**src/rtl/mul_arbiter_if.sv**
```systemverilog
// Requester/response and shared-multiplier signals for mul_arbiter.
// The arbiter connects through the slave modport; requesters and the multiplier sit on the master side.
interface mul_arbiter_if #(
    parameter int unsigned W = 8
);
    logic             req0_valid;
    logic [W-1:0]     req0_a;
    logic [W-1:0]     req0_b;
    logic             req0_ready;
    logic             rsp0_valid;
    logic [2*W-1:0]   rsp0_p;
    logic             rsp0_err;

    logic             req1_valid;
    logic [W-1:0]     req1_a;
    logic [W-1:0]     req1_b;
    logic             req1_ready;
    logic             rsp1_valid;
    logic [2*W-1:0]   rsp1_p;
    logic             rsp1_err;

    logic             mul_start;
    logic [W-1:0]     mul_a;
    logic [W-1:0]     mul_b;
    logic             mul_done;
    logic [2*W-1:0]   mul_p;

    logic             busy;

    modport slave (
        input  req0_valid, req0_a, req0_b,
        input  req1_valid, req1_a, req1_b,
        input  mul_done, mul_p,
        output req0_ready, rsp0_valid, rsp0_p, rsp0_err,
        output req1_ready, rsp1_valid, rsp1_p, rsp1_err,
        output mul_start, mul_a, mul_b,
        output busy
    );

    modport master (
        output req0_valid, req0_a, req0_b,
        output req1_valid, req1_a, req1_b,
        output mul_done, mul_p,
        input  req0_ready, rsp0_valid, rsp0_p, rsp0_err,
        input  req1_ready, rsp1_valid, rsp1_p, rsp1_err,
        input  mul_start, mul_a, mul_b,
        input  busy
    );
endinterface

```
**src/rtl/mul_arbiter.sv**
```systemverilog
// Two-requester round-robin arbiter in front of one shared multiplier, with
// a bounded wait for mul_done; one transaction in flight at a time.
module mul_arbiter #(
    parameter int unsigned W       = 8,
    parameter int unsigned TIMEOUT = 63
) (
    input  logic          clk,
    input  logic          rst,
    mul_arbiter_if.slave  bus
);

    localparam int unsigned CW = (TIMEOUT < 2) ? 1 : $clog2(TIMEOUT);
    localparam logic [CW-1:0] CNT_LAST = CW'(TIMEOUT - 1);

    typedef enum logic [1:0] {
        IDLE,
        ISSUE,
        WAIT,
        RESP
    } state_e;

    state_e           state_q, state_d;
    logic             ptr_q, ptr_d;
    logic             owner_q, owner_d;
    logic [W-1:0]     a_q, a_d;
    logic [W-1:0]     b_q, b_d;
    logic [2*W-1:0]   p_q, p_d;
    logic             err_q, err_d;
    logic [CW-1:0]    cnt_q, cnt_d;

    logic             req0_ready;
    logic             req1_ready;
    logic             rsp0_valid;
    logic [2*W-1:0]   rsp0_p;
    logic             rsp0_err;
    logic             rsp1_valid;
    logic [2*W-1:0]   rsp1_p;
    logic             rsp1_err;
    logic             mul_start;
    logic [W-1:0]     mul_a;
    logic [W-1:0]     mul_b;

    logic             any_req;
    logic             grant1;

    // Pointer only breaks ties; a lone requester always wins.
    assign any_req = bus.req0_valid | bus.req1_valid;
    assign grant1  = bus.req1_valid & (~bus.req0_valid | ptr_q);

    always_comb begin
        state_d    = state_q;
        ptr_d      = ptr_q;
        owner_d    = owner_q;
        a_d        = a_q;
        b_d        = b_q;
        p_d        = p_q;
        err_d      = err_q;
        cnt_d      = cnt_q;

        req0_ready = 1'b0;
        req1_ready = 1'b0;
        rsp0_valid = 1'b0;
        rsp0_p     = '0;
        rsp0_err   = 1'b0;
        rsp1_valid = 1'b0;
        rsp1_p     = '0;
        rsp1_err   = 1'b0;
        mul_start  = 1'b0;
        mul_a      = '0;
        mul_b      = '0;

        unique case (state_q)
            IDLE: begin
                // Gated by rst so nothing is handshaken in a cycle the state is being cleared.
                if (any_req && !rst) begin
                    req0_ready = ~grant1;
                    req1_ready = grant1;
                    owner_d    = grant1;
                    a_d        = grant1 ? bus.req1_a : bus.req0_a;
                    b_d        = grant1 ? bus.req1_b : bus.req0_b;
                    state_d    = ISSUE;
                end
            end

            ISSUE: begin
                mul_start = 1'b1;
                mul_a     = a_q;
                mul_b     = b_q;
                cnt_d     = '0;
                state_d   = WAIT;
            end

            WAIT: begin
                mul_a = a_q;
                mul_b = b_q;
                // mul_done takes priority over an expiring counter.
                if (bus.mul_done) begin
                    p_d     = bus.mul_p;
                    err_d   = 1'b0;
                    state_d = RESP;
                end else if (cnt_q == CNT_LAST) begin
                    p_d     = '0;
                    err_d   = 1'b1;
                    state_d = RESP;
                end else begin
                    cnt_d = cnt_q + 1'b1;
                end
            end

            RESP: begin
                if (owner_q) begin
                    rsp1_valid = 1'b1;
                    rsp1_p     = p_q;
                    rsp1_err   = err_q;
                end else begin
                    rsp0_valid = 1'b1;
                    rsp0_p     = p_q;
                    rsp0_err   = err_q;
                end
                ptr_d   = ~owner_q;
                state_d = IDLE;
            end

            default: begin
                state_d = IDLE;
            end
        endcase
    end

    always_ff @(posedge clk) begin
        if (rst) begin
            state_q <= IDLE;
            ptr_q   <= 1'b0;
            owner_q <= 1'b0;
            a_q     <= '0;
            b_q     <= '0;
            p_q     <= '0;
            err_q   <= 1'b0;
            cnt_q   <= '0;
        end else begin
            state_q <= state_d;
            ptr_q   <= ptr_d;
            owner_q <= owner_d;
            a_q     <= a_d;
            b_q     <= b_d;
            p_q     <= p_d;
            err_q   <= err_d;
            cnt_q   <= cnt_d;
        end
    end

    assign bus.req0_ready = req0_ready;
    assign bus.req1_ready = req1_ready;
    assign bus.rsp0_valid = rsp0_valid;
    assign bus.rsp0_p     = rsp0_p;
    assign bus.rsp0_err   = rsp0_err;
    assign bus.rsp1_valid = rsp1_valid;
    assign bus.rsp1_p     = rsp1_p;
    assign bus.rsp1_err   = rsp1_err;
    assign bus.mul_start  = mul_start;
    assign bus.mul_a      = mul_a;
    assign bus.mul_b      = mul_b;
    assign bus.busy       = (state_q != IDLE);

endmodule

```
**src/flat_wrapper.sv**
```systemverilog
// flat-port wrapper written by rule: the top's interface ports become plain ports
module mul_arbiter_flat 
#(
    parameter int unsigned W       = 8,
    parameter int unsigned TIMEOUT = 63
)
  (clk, rst, bus_req0_valid, bus_req0_a, bus_req0_b, bus_req1_valid, bus_req1_a, bus_req1_b, bus_mul_done, bus_mul_p, bus_req0_ready, bus_rsp0_valid, bus_rsp0_p, bus_rsp0_err, bus_req1_ready, bus_rsp1_valid, bus_rsp1_p, bus_rsp1_err, bus_mul_start, bus_mul_a, bus_mul_b, bus_busy);
  mul_arbiter_if #(.W(W)) bus_i ();
  input  logic clk;
  input  logic rst;
  input wire logic [$bits(bus_i.req0_valid)-1:0] bus_req0_valid;
  input wire logic [$bits(bus_i.req0_a)-1:0] bus_req0_a;
  input wire logic [$bits(bus_i.req0_b)-1:0] bus_req0_b;
  input wire logic [$bits(bus_i.req1_valid)-1:0] bus_req1_valid;
  input wire logic [$bits(bus_i.req1_a)-1:0] bus_req1_a;
  input wire logic [$bits(bus_i.req1_b)-1:0] bus_req1_b;
  input wire logic [$bits(bus_i.mul_done)-1:0] bus_mul_done;
  input wire logic [$bits(bus_i.mul_p)-1:0] bus_mul_p;
  output wire logic [$bits(bus_i.req0_ready)-1:0] bus_req0_ready;
  output wire logic [$bits(bus_i.rsp0_valid)-1:0] bus_rsp0_valid;
  output wire logic [$bits(bus_i.rsp0_p)-1:0] bus_rsp0_p;
  output wire logic [$bits(bus_i.rsp0_err)-1:0] bus_rsp0_err;
  output wire logic [$bits(bus_i.req1_ready)-1:0] bus_req1_ready;
  output wire logic [$bits(bus_i.rsp1_valid)-1:0] bus_rsp1_valid;
  output wire logic [$bits(bus_i.rsp1_p)-1:0] bus_rsp1_p;
  output wire logic [$bits(bus_i.rsp1_err)-1:0] bus_rsp1_err;
  output wire logic [$bits(bus_i.mul_start)-1:0] bus_mul_start;
  output wire logic [$bits(bus_i.mul_a)-1:0] bus_mul_a;
  output wire logic [$bits(bus_i.mul_b)-1:0] bus_mul_b;
  output wire logic [$bits(bus_i.busy)-1:0] bus_busy;
  assign bus_i.req0_valid = bus_req0_valid;
  assign bus_i.req0_a = bus_req0_a;
  assign bus_i.req0_b = bus_req0_b;
  assign bus_i.req1_valid = bus_req1_valid;
  assign bus_i.req1_a = bus_req1_a;
  assign bus_i.req1_b = bus_req1_b;
  assign bus_i.mul_done = bus_mul_done;
  assign bus_i.mul_p = bus_mul_p;
  assign bus_req0_ready = bus_i.req0_ready;
  assign bus_rsp0_valid = bus_i.rsp0_valid;
  assign bus_rsp0_p = bus_i.rsp0_p;
  assign bus_rsp0_err = bus_i.rsp0_err;
  assign bus_req1_ready = bus_i.req1_ready;
  assign bus_rsp1_valid = bus_i.rsp1_valid;
  assign bus_rsp1_p = bus_i.rsp1_p;
  assign bus_rsp1_err = bus_i.rsp1_err;
  assign bus_mul_start = bus_i.mul_start;
  assign bus_mul_a = bus_i.mul_a;
  assign bus_mul_b = bus_i.mul_b;
  assign bus_busy = bus_i.busy;
  mul_arbiter #(.W(W), .TIMEOUT(TIMEOUT)) u_core (.clk(clk), .rst(rst), .bus(bus_i));
endmodule
```
**config.mk**
```make
export PLATFORM = sky130hd
export DESIGN_NAME = mul_arbiter_flat
export DESIGN_NICKNAME = d
export VERILOG_FILES = /design/src/rtl/mul_arbiter_if.sv /design/src/rtl/mul_arbiter.sv /design/src/flat_wrapper.sv
export SDC_FILE = /design/constraint.sdc
export NUM_CORES = 1
export LEC_CHECK = 0
export CAP_MARGIN = 20
export CORE_UTILIZATION = 28
export CTS_BUF_LIST = sky130_fd_sc_hd__clkbuf_4
export DETAILED_ROUTE_END_ITERATION = 7
export HOLD_SLACK_MARGIN = 0.08
export SLEW_MARGIN = 25
export SYNTH_ARGS = -nofsm -noshare
export SYNTH_HDL_FRONTEND = slang
export SYNTH_SLANG_ARGS = --single-unit
```
**constraint.sdc**
```tcl
create_clock -name clk -period 1.9 [get_ports clk]
set_clock_uncertainty 0.2 [all_clocks]
set_input_delay 0.19 -clock clk [delete_from_list [all_inputs] [get_ports clk]]
set_output_delay 0.19 -clock clk [all_outputs]
set_load 0.02 [all_outputs]
```
==> results of run 1 <==
## through the flow
stage	cells	power, mW
floorplan	274	1.961
global route	495	3.761
CTS	493	3.313
finish	495	3.517
global placement	482	2.609
detailed placement	482	2.617
## worst max-delay path by stage
stage,start,endpoint,cells after the start
2_1_floorplan,u_core.state_q[0],bus_rsp0_p[10],5
3_3_place_gp,bus_req1_valid,bus_req1_ready,4
3_5_place_dp,bus_req1_valid,bus_req1_ready,4
4_1_cts,u_core.state_q[0],bus_rsp0_p[15],8
5_1_grt,u_core.state_q[0],bus_mul_b[2],6
6_report,u_core.state_q[0],bus_mul_b[2],6
## cells in the mapped netlist (all sizes together), types with 3 or more instances
cell | count | area, µm²
clkbuf | 10 | 38.78
ha | 6 | 75.07
a211oi | 18 | 140.1
nor3 | 3 | 15.01
o21ai | 18 | 97.60
nand3 | 19 | 95.09
dfxtp | 43 | 860.8
and3 | 17 | 106.4
inv | 8 | 30.03
nand2 | 23 | 86.33
nor2 | 23 | 93.84
mux2i | 16 | 160.2
and2 | 37 | 235.2
a21oi | 4 | 20.02
buf | 9 | 75.07
## metal layers
layer,part of all wire [%],track usage (%)
met5,0,0
met4,0.96,3.906
met3,10,6.076
met1,43,18.05
met2,45,24.94
## cells by family (layout without fill, tap and decap cells)
| family | after synthesis | count (layout) | synth area share [%] |
|---|---|---|---|
| buffers and inverters | 28 | 147 | 6.444 |
| AO/OA/AOI/OAI | 52 | 52 | 15.84 |
| multiplexers | 17 | 17 | 7.482 |
| adder cells (fa/ha/maj) | 6 | 6 | 3.277 |
| AND/OR/NAND/NOR | 128 | 128 | 29.38 |
| flip-flops | 43 | 43 | 37.58 |
## worst min-delay path, stage by stage
cell and delay, ps:
clkdlybuf4s50_1 400, nand3_1 60, o21ai_0 60
## sequential cells by signal, summed over array words and instances (netlist names)
| register | count |
|---|---|
| u_core.ptr_q | 1 |
| u_core.cnt_q | 6 |
| u_core.state_q | 2 |
| u_core.a_q | 8 |
| u_core.b_q | 8 |
| u_core.owner_q | 1 |
| u_core.p_q | 16 |
| u_core.err_q | 1 |
## power groups by stage
stage / registers (mW) / logic, mW / clock network [mW]
2_1_floorplan: 1.14 / 0.825 / 0
3_5_place_dp: 1.16 / 1.46 / 0
4_1_cts: 1.15 / 1.55 / 0.616
3_3_place_gp: 1.15 / 1.46 / 0
6_report: 1.16 / 1.76 / 0.597
5_1_grt: 1.18 / 1.93 / 0.654
## final cells by class
type / count / area, µm² / share of cell area (%)
clock inverters: 3 / 43.79 / 1.159
inverters: 9 / 41.29 / 1.093
multi-input cells: 203 / 1430 / 37.85
clock buffers: 5 / 37.54 / 0.9934
well taps: 102 / 127.6 / 3.377
repair buffers: 130 / 1234 / 32.65
flip-flops and latches: 43 / 864.6 / 22.88
## repair_timing
action	4_1_cts	5_1_grt
gates resized for setup	279	75
pin swaps	1	11
endpoints found under the setup margin	56	60
buffers inserted	2	3
gates cloned	1	1
==> results by group, run 1 <==
Layout
  • Synthesis-to-layout area growth: 64.94%
  • Commonest non-fill, non-tap cell in the layout: clkdlybuf4s50_1
  • Nets@finish: 451
  • Number of diodes: 0
  • Post-route cell area: 3779 µm²
  • FILL cells: 788
  • Share of layout cells above drive strength 1: 34.86%
  • Final core occ: 48.40%
  • Most frequent cells in the layout: clkdlybuf4s50_1, dfxtp_1, buf_6, and2_4, buf_4

Detailed routing
  • WL/cell: 13.00 µm
  • Vias per inst: 4.663
  • DRT Wirelength: 6.437 mm
  • Pre-Repair DR Iteration Count: 4
  • DRC Markers: 0
  • Drt initial violations: 76
  • Routed vias: 2308
  • Final ANT Viol Nets: 0

Floorplanning
  • Die extent in x: 92.46 µm
  • Core Box Area: 7807 µm²
  • Die Y: 92.46 µm
  • Io pins: 109
  • Die area: 8548 µm²
  • Num rows: 32
  • Starting Density: 29.34%

STA
  • Fin. max-slew vios: 0
  • RSZ-0062 raised after global routing: true
  • FMAX: 509.3 MHz
  • # setup viols final: 33
  • PnR worst setup slack: -63.63 ps
  • Worst hold slack: 170.0 ps
  • Setup TNS: -984.0 ps
  • Hold Fails Final Rpt: 0
  • Final period util: 103.3%
  • Max-slew headroom: 77.96%
  • Minimum clock period: 1964 ps
  • Worst-Margin Slew: 326.4 ps

Clock network
  • Worst-path clk slew: 150 ps
  • Clk Latency, worst-skew pair: 370 ps
  • Hold buffer count at CTS: 0
  • # clock sinks: 43
  • CTS Buffer Depth: 2
  • Cts bufs inserted: 5
  • Clock tree from TritonCTS: built
  • H-tree depth: 2
  • Clock root cell: clkbuf_4

Critical path
  • CP arrival: 1570 ps
  • Reg2Reg Setup Slack: 70 ps
  • Max incr delay on CP: 360 ps
  • R2R Path End: u_core.cnt_q[3]
  • CP Launch Type: flop
  • Peak fanout along the critical path: 5
  • Cell depth of the worst flop-to-flop path: 6
  • Data required, critical path: 1510 ps
  • WP buf/inv: 4
  • CP top delay family: buffers and inverters
  • FF-to-FF Start: u_core.cnt_q[0]
  • Worst-path cell with the longest stage delay: dfxtp_2
  • Critical path class: reg -> out
  • Critical Path Most Common Cell: buf_4
  • Worst setup EP type: output pin
  • CP cell instances: buf_4 -> inv_4 -> ha_4 -> buf_6 -> and2_1 -> buf_4

Placed design
  • Input/output buffers: 108
  • Placed Area: 3538 µm²
  • Setup slack at placement: -246.7 ps
  • Placer Congestion: 0.7643
  • DP HPWL: 4.555 mm

Min path
  • Hold Path End: u_core.p_q[14]
  • Worst Hold Class: in -> reg
  • Worst hold path depth: 3
  • Hold Startpoint: bus_mul_p[14]

Logic synthesis
  • Cell area after synthesis: 2291 µm²
  • Seq/Total Area, Yosys: 37.58%
  • Share of synthesized flip-flops with an asynchronous set or reset: 0%
  • Post-synth top flop: dfxtp_1
  • Syn Area/Cell: 8.361 µm²
  • Mapped Nets: 333
  • Post-Syn Instances: 274
  • Synth unique cells: 41
  • Yosys reg bits: 43
  • Yosys Warn Count: 0
  • Post-synth EDFFs: 0

Run status
  • Failing checks: negative setup slack
  • Status: finished with violations

GRT
  • First-pass GRT wire length: 10.34 mm
  • Vias in the first global route: 2162
  • GRT Residual Overflow: 0
  • Total track usage: 15.08%
  • Antenna violations before repair: 0
  • Largest net degree at the start of global routing: 34

Power
  • Switching Share: 37.03%
  • Logic pwr share: 50.1%
  • Clock power share: 17.0%
  • P_int: 2.215 mW
  • Pleak: 1.660 nW
  • Switching power: 1.302 mW
  • Sequential share of power: 32.9%
  • Peak VDD IR: 505.7 µV
  • Pwr dens: 930.7 nW/µm²

Flow run
  • Max Cap Viol: 0
Note: power is estimated with default switching activity, not from simulation.
==> run 2, diff against run 1 <==
Settings changed: CORE_MARGIN set to 2.
==> run 2 against run 1 <==
The flow still finishes with violations (negative setup slack); highest routed layer unchanged; combinational power fell by 5%; critical path depth is 1 higher; largest power group unchanged; sequential cell count did not move.
==> results by group, run 2 (synthesis results as in run 1) <==
Placed design
  • Input/output buffers: 108 (unchanged)
  • Setup slack at placement: -292.6 ps (was -246.7 ps)
  • Placed insts: 482 (unchanged)
  • DP HPWL: 4.633 mm (was 4.555 mm)
  • Placer Congestion: 0.7220 (was 0.7643)

Layout
  • Synthesis-to-layout area growth: 63.52% (was 64.94%)
  • Biggest register: u_core.p_q (unchanged)
  • Share of layout cells above drive strength 1: 30.33% (was 34.86%)
  • FILL cells: 758 (was 788)
  • Most frequent cells in the layout: clkdlybuf4s50_1, dfxtp_1, buf_6, nand2_1 (was clkdlybuf4s50_1, dfxtp_1, buf_6, and2_4, buf_4)
  • Nets@finish: 449 (was 451)
  • Number of diodes: 0 (unchanged)
  • Commonest non-fill, non-tap cell in the layout: clkdlybuf4s50_1 (unchanged)
  • Largest regs: u_core.p_q (16), u_core.a_q (8), u_core.b_q (8) (unchanged)
  • Finished Layout Cells: 491 (was 495)
  • Max reg flops: 16 (unchanged)

STA
  • PnR worst setup slack: -30.80 ps (was -63.63 ps)
  • Final period util: 101.6% (was 103.3%)
  • # setup viols final: 14 (was 33)
  • Max-slew headroom: 76.29% (was 77.96%)
  • Minimum clock period: 1931 ps (was 1964 ps)
  • Worst-Margin Slew: 355.6 ps (was 326.4 ps)
  • Hold Fails Final Rpt: 0 (unchanged)
  • FMAX: 517.9 MHz (was 509.3 MHz)
  • Fin. max-slew vios: 0 (unchanged)
  • RSZ-0062 raised after global routing: true (unchanged)

Min path
  • Worst Hold Class: in -> reg (unchanged)
  • Hold Path End: u_core.p_q[11] (was u_core.p_q[14])
  • Hold Startpoint: bus_mul_p[11] (was bus_mul_p[14])
  • Worst hold path depth: 3 (unchanged)

Critical path
  • CP Launch Type: flop (unchanged)
  • CP cell instances: ha_4 -> inv_4 -> nor2_4 -> buf_12 -> buf_4 -> and2_1 -> buf_6 (was buf_4 -> inv_4 -> ha_4 -> buf_6 -> and2_1 -> buf_4)
  • R2R Path End: u_core.cnt_q[3] (unchanged)
  • CP top delay family: buffers and inverters (unchanged)
  • Worst-path cell with the longest stage delay: dfxtp_4 (was dfxtp_2)
  • Worst Setup SP: u_core.state_q[0] (unchanged)
  • Data required, critical path: 1510 ps (about the same)
  • Worst setup EP type: output pin (unchanged)
  • FF-to-FF Start: u_core.cnt_q[0] (unchanged)
  • Reg2Reg Setup Slack: 170 ps (was 70 ps)
  • Max incr delay on CP: 380 ps (was 360 ps)
  • WP buf/inv: 4 (unchanged)
  • Critical path class: reg -> out (unchanged)
  • CP arrival: 1540 ps (was 1570 ps)
  • Cell depth of the worst flop-to-flop path: 6 (unchanged)
  • Peak fanout along the critical path: 15 (was 5)

Floorplanning
  • Die Y: 94.46 µm (was 92.46 µm)
  • Die extent in x: 94.46 µm (was 92.46 µm)
  • Starting Density: 29.34% (unchanged)
  • Core Box Area: 7807 µm² (unchanged)
  • Io pins: 109 (unchanged)
  • Die area: 8922 µm² (was 8548 µm²)
  • Num rows: 32 (unchanged)

Power
  • Pleak: 1.577 nW (was 1.660 nW)
  • Total chip power: 3.266 mW (was 3.517 mW)
  • Peak VDD IR: 567.0 µV (was 505.7 µV)
  • Pwr dens: 871.8 nW/µm² (was 930.7 nW/µm²)

Clock network
  • Clock root cell: clkbuf_4 (unchanged)
  • Clk Latency, worst-skew pair: 340 ps (was 370 ps)
  • Worst-path clk slew: 120 ps (was 150 ps)
  • H-tree depth: 2 (unchanged)
  • Cts bufs inserted: 5 (unchanged)
  • Hold buffer count at CTS: 0 (unchanged)
  • CTS Buffer Depth: 2 (unchanged)
  • # clock sinks: 43 (unchanged)
  • Clock tree from TritonCTS: built (unchanged)

Detailed routing
  • Pre-Repair DR Iteration Count: 4 (unchanged)
  • DRC Markers: 0 (unchanged)
  • Final ANT Viol Nets: 0 (unchanged)
  • WL/cell: 13.00 µm (about the same)
  • Routed vias: 2289 (was 2308)
  • Vias per inst: 4.662 (was 4.663)
  • Drt initial violations: 121 (was 76)
  • DRT Wirelength: 6.384 mm (was 6.437 mm)

GRT
  • Largest net degree at the start of global routing: 36 (was 34)
  • Total track usage: 14.54% (was 15.08%)
  • First-pass GRT wire length: 10.34 mm (unchanged)
  • Vias in the first global route: 2254 (was 2162)
  • GRT Residual Overflow: 0 (unchanged)
  • Antenna violations before repair: 0 (unchanged)

Run status
  • Failing checks: negative setup slack (unchanged)
  • Status: finished with violations (unchanged)

Flow run
  • Max Cap Viol: 0 (unchanged)
run 2: cell types whose count changed in the layout (fill, tap and decap cells not counted), sizes merged:
| cell | before | now |
|---|---|---|
| bufinv | 1 | 0 |
| clkbuf | 6 | 8 |
| buf | 77 | 56 |
| clkdlybuf4s15 | 0 | 18 |
| clkinv | 3 | 1 |
run 2: per-stage QoR:
step / TNS [ps] / utilization (%) / instance area (µm²) / hold WS (ps)
finish: -158.7 / 47.98 / 3746 / 196.9
global placement: -3694 / 45.32 / 3538 / 253.3
global route: -3290 / 47.98 / 3746 / 201.3
floorplan: 0 / - / 2291 / 120.4
detailed placement: -4575 / 45.32 / 3538 / 262.6
CTS: -528.5 / 45.10 / 3521 / 187.2
run 2: layout make-up:
cell class	instances	area (µm²)	area share (%)
clock buffers	6	45.04	1.202
multi-input cells	203	1359	36.27
well taps	102	127.6	3.407
flip-flops and latches	43	872.1	23.28
inverters	9	36.28	0.9686
repair buffers	128	1306	34.87
run 2: how the worst max path moves through the flow:
stage | endpoint | slack (ps) | depth (start not counted)
3_3_place_gp | bus_req1_ready | -320 | 4
6_report | bus_rsp0_p[0] | -30 | 7
5_1_grt | bus_rsp0_p[1] | -130 | 7
3_5_place_dp | bus_req1_ready | -290 | 4
2_1_floorplan | bus_rsp0_p[10] | 70 | 5
4_1_cts | bus_rsp0_p[0] | -50 | 7
run 2: what timing repair did:
item,in CTS,in global routing
hold endpoints to repair,0,0
endpoints found under the setup margin,56,74
setup buffers,2,0
resized for setup,222,86
cloned,0,1
run 2: worst register-to-register path: stages, from the launching register on:
cell and delay, ps:
dfxtp_4 390, inv_1 60, ha_1 220, nand2_2 100, o21bai_1 110, or4_1 480, a31oi_1 130
run 2: power breakdown:
group	internal (mW)	switching [mW]
combinational	0.828	0.838
sequential	1.07	0.103
clock	0.147	0.282
run 2: routing by layer:
layer	routed length [µm]	track usage, %	part of all wire, %
met1	2737	17.42	43
met2	2933	24.70	46
met3	651	5.347	10
met4	62	3.623	0.97
met5	0	0	0
==> run 3, diff against run 2 <==
Settings changed: SKIP_LAST_GASP set to 1.
==> run 3 against run 2 <==
The flow still finishes with violations (negative setup slack); register-to-register slack got worse by 70 ps; sequential share of layout area about the same; sequential power about the same; count of clock-buffer cells in the layout did not move; worst setup slack got worse by 30 ps; utilization shrank 0.26 points; clock power hardly changed; power up 2.5%; critical path depth did not move; combinational power grew 6%; wire length up 0.75%; maximum frequency is 1.5% lower; critical path type unchanged; critical endpoint unchanged.
==> results by group, run 3 (synthesis results as in run 1) <==
Clock network
  • H-tree depth: 2 (unchanged)
  • Hold buffer count at CTS: 0 (unchanged)
  • CTS Buffer Depth: 2 (unchanged)
  • Worst-path clk slew: 120 ps (about the same)
  • Cts bufs inserted: 5 (unchanged)
  • Clock tree from TritonCTS: built (unchanged)
  • Clk Latency, worst-skew pair: 340 ps (about the same)
  • # clock sinks: 43 (unchanged)
  • Clock root cell: clkbuf_4 (unchanged)

Critical path
  • CP Launch Type: flop (unchanged)
  • WP buf/inv: 4 (unchanged)
  • Peak fanout along the critical path: 15 (unchanged)
  • CP top delay family: buffers and inverters (unchanged)
  • Worst setup EP type: output pin (unchanged)
  • Data required, critical path: 1510 ps (about the same)
  • FF-to-FF Start: u_core.state_q[0] (was u_core.cnt_q[0])
  • CP arrival: 1570 ps (was 1540 ps)
  • Worst Setup SP: u_core.state_q[0] (unchanged)
  • Max incr delay on CP: 350 ps (was 380 ps)
  • Critical path class: reg -> out (unchanged)
  • Critical Path Most Common Cell: buf_4
  • Worst-path cell with the longest stage delay: dfxtp_2 (was dfxtp_4)
  • CP cell instances: ha_2 -> inv_2 -> nor2_4 -> buf_12 -> buf_4 -> and2_1 -> buf_4 (was ha_4 -> inv_4 -> nor2_4 -> buf_12 -> buf_4 -> and2_1 -> buf_6)

STA
  • PnR worst setup slack: -60.61 ps (was -30.80 ps)
  • Hold Fails Final Rpt: 0 (unchanged)
  • Worst-Margin Slew: 344.9 ps (was 355.6 ps)
  • Minimum clock period: 1961 ps (was 1931 ps)
  • Max-slew headroom: 76.72% (was 76.29%)
  • RSZ-0062 raised after global routing: true (unchanged)
  • Setup TNS: -551.9 ps (was -158.7 ps)
  • FMAX: 510.0 MHz (was 517.9 MHz)
  • # setup viols final: 29 (was 14)
  • Final period util: 103.2% (was 101.6%)
  • Fin. max-slew vios: 0 (unchanged)

Layout
  • Synthesis-to-layout area growth: 62.64% (was 63.52%)
  • Finished Layout Cells: 494 (was 491)
  • Largest regs: u_core.p_q (16), u_core.a_q (8), u_core.b_q (8) (unchanged)
  • FF+latch area: 867.1 µm² (was 872.1 µm²)
  • Nets@finish: 452 (was 449)
  • Share of layout cells above drive strength 1: 30.61% (was 30.33%)
  • Max reg flops: 16 (unchanged)
  • Multi-input logic area: 1370 µm² (was 1359 µm²)
  • Biggest register: u_core.p_q (unchanged)
  • Most frequent cells in the layout: clkdlybuf4s50_1, dfxtp_1, buf_4, and2_1, nand2_1 (was clkdlybuf4s50_1, dfxtp_1, buf_6, nand2_1)
  • Number of diodes: 0 (unchanged)
  • Commonest non-fill, non-tap cell in the layout: clkdlybuf4s50_1 (unchanged)
  • FILL cells: 780 (was 758)
  • Final core occ: 47.72% (was 47.98%)

Placed design
  • DP HPWL: 4.633 mm (unchanged)
  • Placer Congestion: 0.7220 (unchanged)
  • Input/output buffers: 108 (unchanged)
  • Placed insts: 482 (unchanged)

Detailed routing
  • Pre-Repair DR Iteration Count: 4 (unchanged)
  • WL/cell: 13.02 µm (was 13.00 µm)
  • Drt initial violations: 112 (was 121)
  • Vias per inst: 4.676 (was 4.662)
  • DRC Markers: 0 (unchanged)
  • DRT Wirelength: 6.432 mm (was 6.384 mm)
  • Final ANT Viol Nets: 0 (unchanged)
  • Routed vias: 2310 (was 2289)

GRT
  • First-pass GRT wire length: 10.35 mm (was 10.34 mm)
  • Antenna violations before repair: 0 (unchanged)
  • Vias in the first global route: 2258 (was 2254)
  • GRT Residual Overflow: 0 (unchanged)
  • Largest net degree at the start of global routing: 36 (unchanged)
  • Total track usage: 14.55% (was 14.54%)

Run status
  • Failing checks: negative setup slack (unchanged)
  • Status: finished with violations (unchanged)

Power
  • Peak VDD IR: 593.6 µV (was 567.0 µV)
  • Total chip power: 3.347 mW (was 3.266 mW)
  • Pwr dens: 898.3 nW/µm² (was 871.8 nW/µm²)
  • Pleak: 1.582 nW (was 1.577 nW)

Floorplanning
  • Num rows: 32 (unchanged)
  • Starting Density: 29.34% (unchanged)
  • Die Y: 94.46 µm (unchanged)
  • Die area: 8922 µm² (unchanged)
  • Core Box Area: 7807 µm² (unchanged)
  • Die extent in x: 94.46 µm (unchanged)
  • Io pins: 109 (unchanged)

Min path
  • Worst Hold Class: in -> reg (unchanged)
  • Hold Startpoint: bus_mul_p[11] (unchanged)

Flow run
  • Max Cap Viol: 0 (unchanged)
run 3: per-layer routing:
| layer | share of wire [%] | wire length (µm) | global-route usage [%] |
|---|---|---|---|
| met5 | 0 | 0 | 0 |
| met4 | 0.93 | 60 | 3.623 |
| met3 | 10 | 657 | 5.427 |
| met2 | 46 | 2947 | 24.70 |
| met1 | 43 | 2766 | 17.42 |
run 3: final cells by class:
type                       instances  share of cell area [%]
multi-input combinational        203                   36.77
inverter                           9                   1.041
tap                              102                   3.425
timing repair buffer             131                   34.28
sequential                        43                   23.27
clock buffer                       6                   1.209
run 3: timing repair:
| action | CTS | global route |
|---|---|---|
| gates resized for setup | 212 | 83 |
| endpoints found under the setup margin | 56 | 74 |
| buffers inserted | 2 | 3 |
| gates cloned | 0 | 1 |
| pin swaps | 0 | 1 |
run 3: path summary, 6_finish.rpt:
kind,end,slack (ps),cells after the start
worst max register to register,u_core.cnt_q[2],100,8
worst max-delay path,bus_rsp0_p[0],-60,7
worst min register to register,u_core.cnt_q[0],270,1
worst min-delay path,u_core.p_q[11],200,3
run 3: worst register-to-register path: stages, from the launching register on:
cell     delay, ps
dfxtp_2        350
buf_4          140
inv_4           50
buf_4          110
ha_4           140
nor2b_2        190
o21ai_4        120
or3_1          320
a21oi_1        130
run 3: power breakdown:
part           leakage [nW]  switching (mW)  internal, mW
Clock                0.0276           0.280         0.147
Combinational          1.20           0.880         0.891
Sequential            0.352          0.0892          1.06
Total                  1.58            1.25          2.10
run 3: per-stage QoR:
| step | hold slack, ps | cell area [µm²] | setup slack (ps) |
|---|---|---|---|
| 2_1_floorplan | 120.4 | 2291 | 67.88 |
| 3_3_place_gp | 253.3 | 3538 | -320.1 |
| 3_5_place_dp | 262.6 | 3538 | -292.6 |
| 4_1_cts | 187.2 | 3490 | -122.8 |
| 5_1_grt | 201.3 | 3726 | -171.8 |
| 6_report | 198.4 | 3726 | -60.61 |
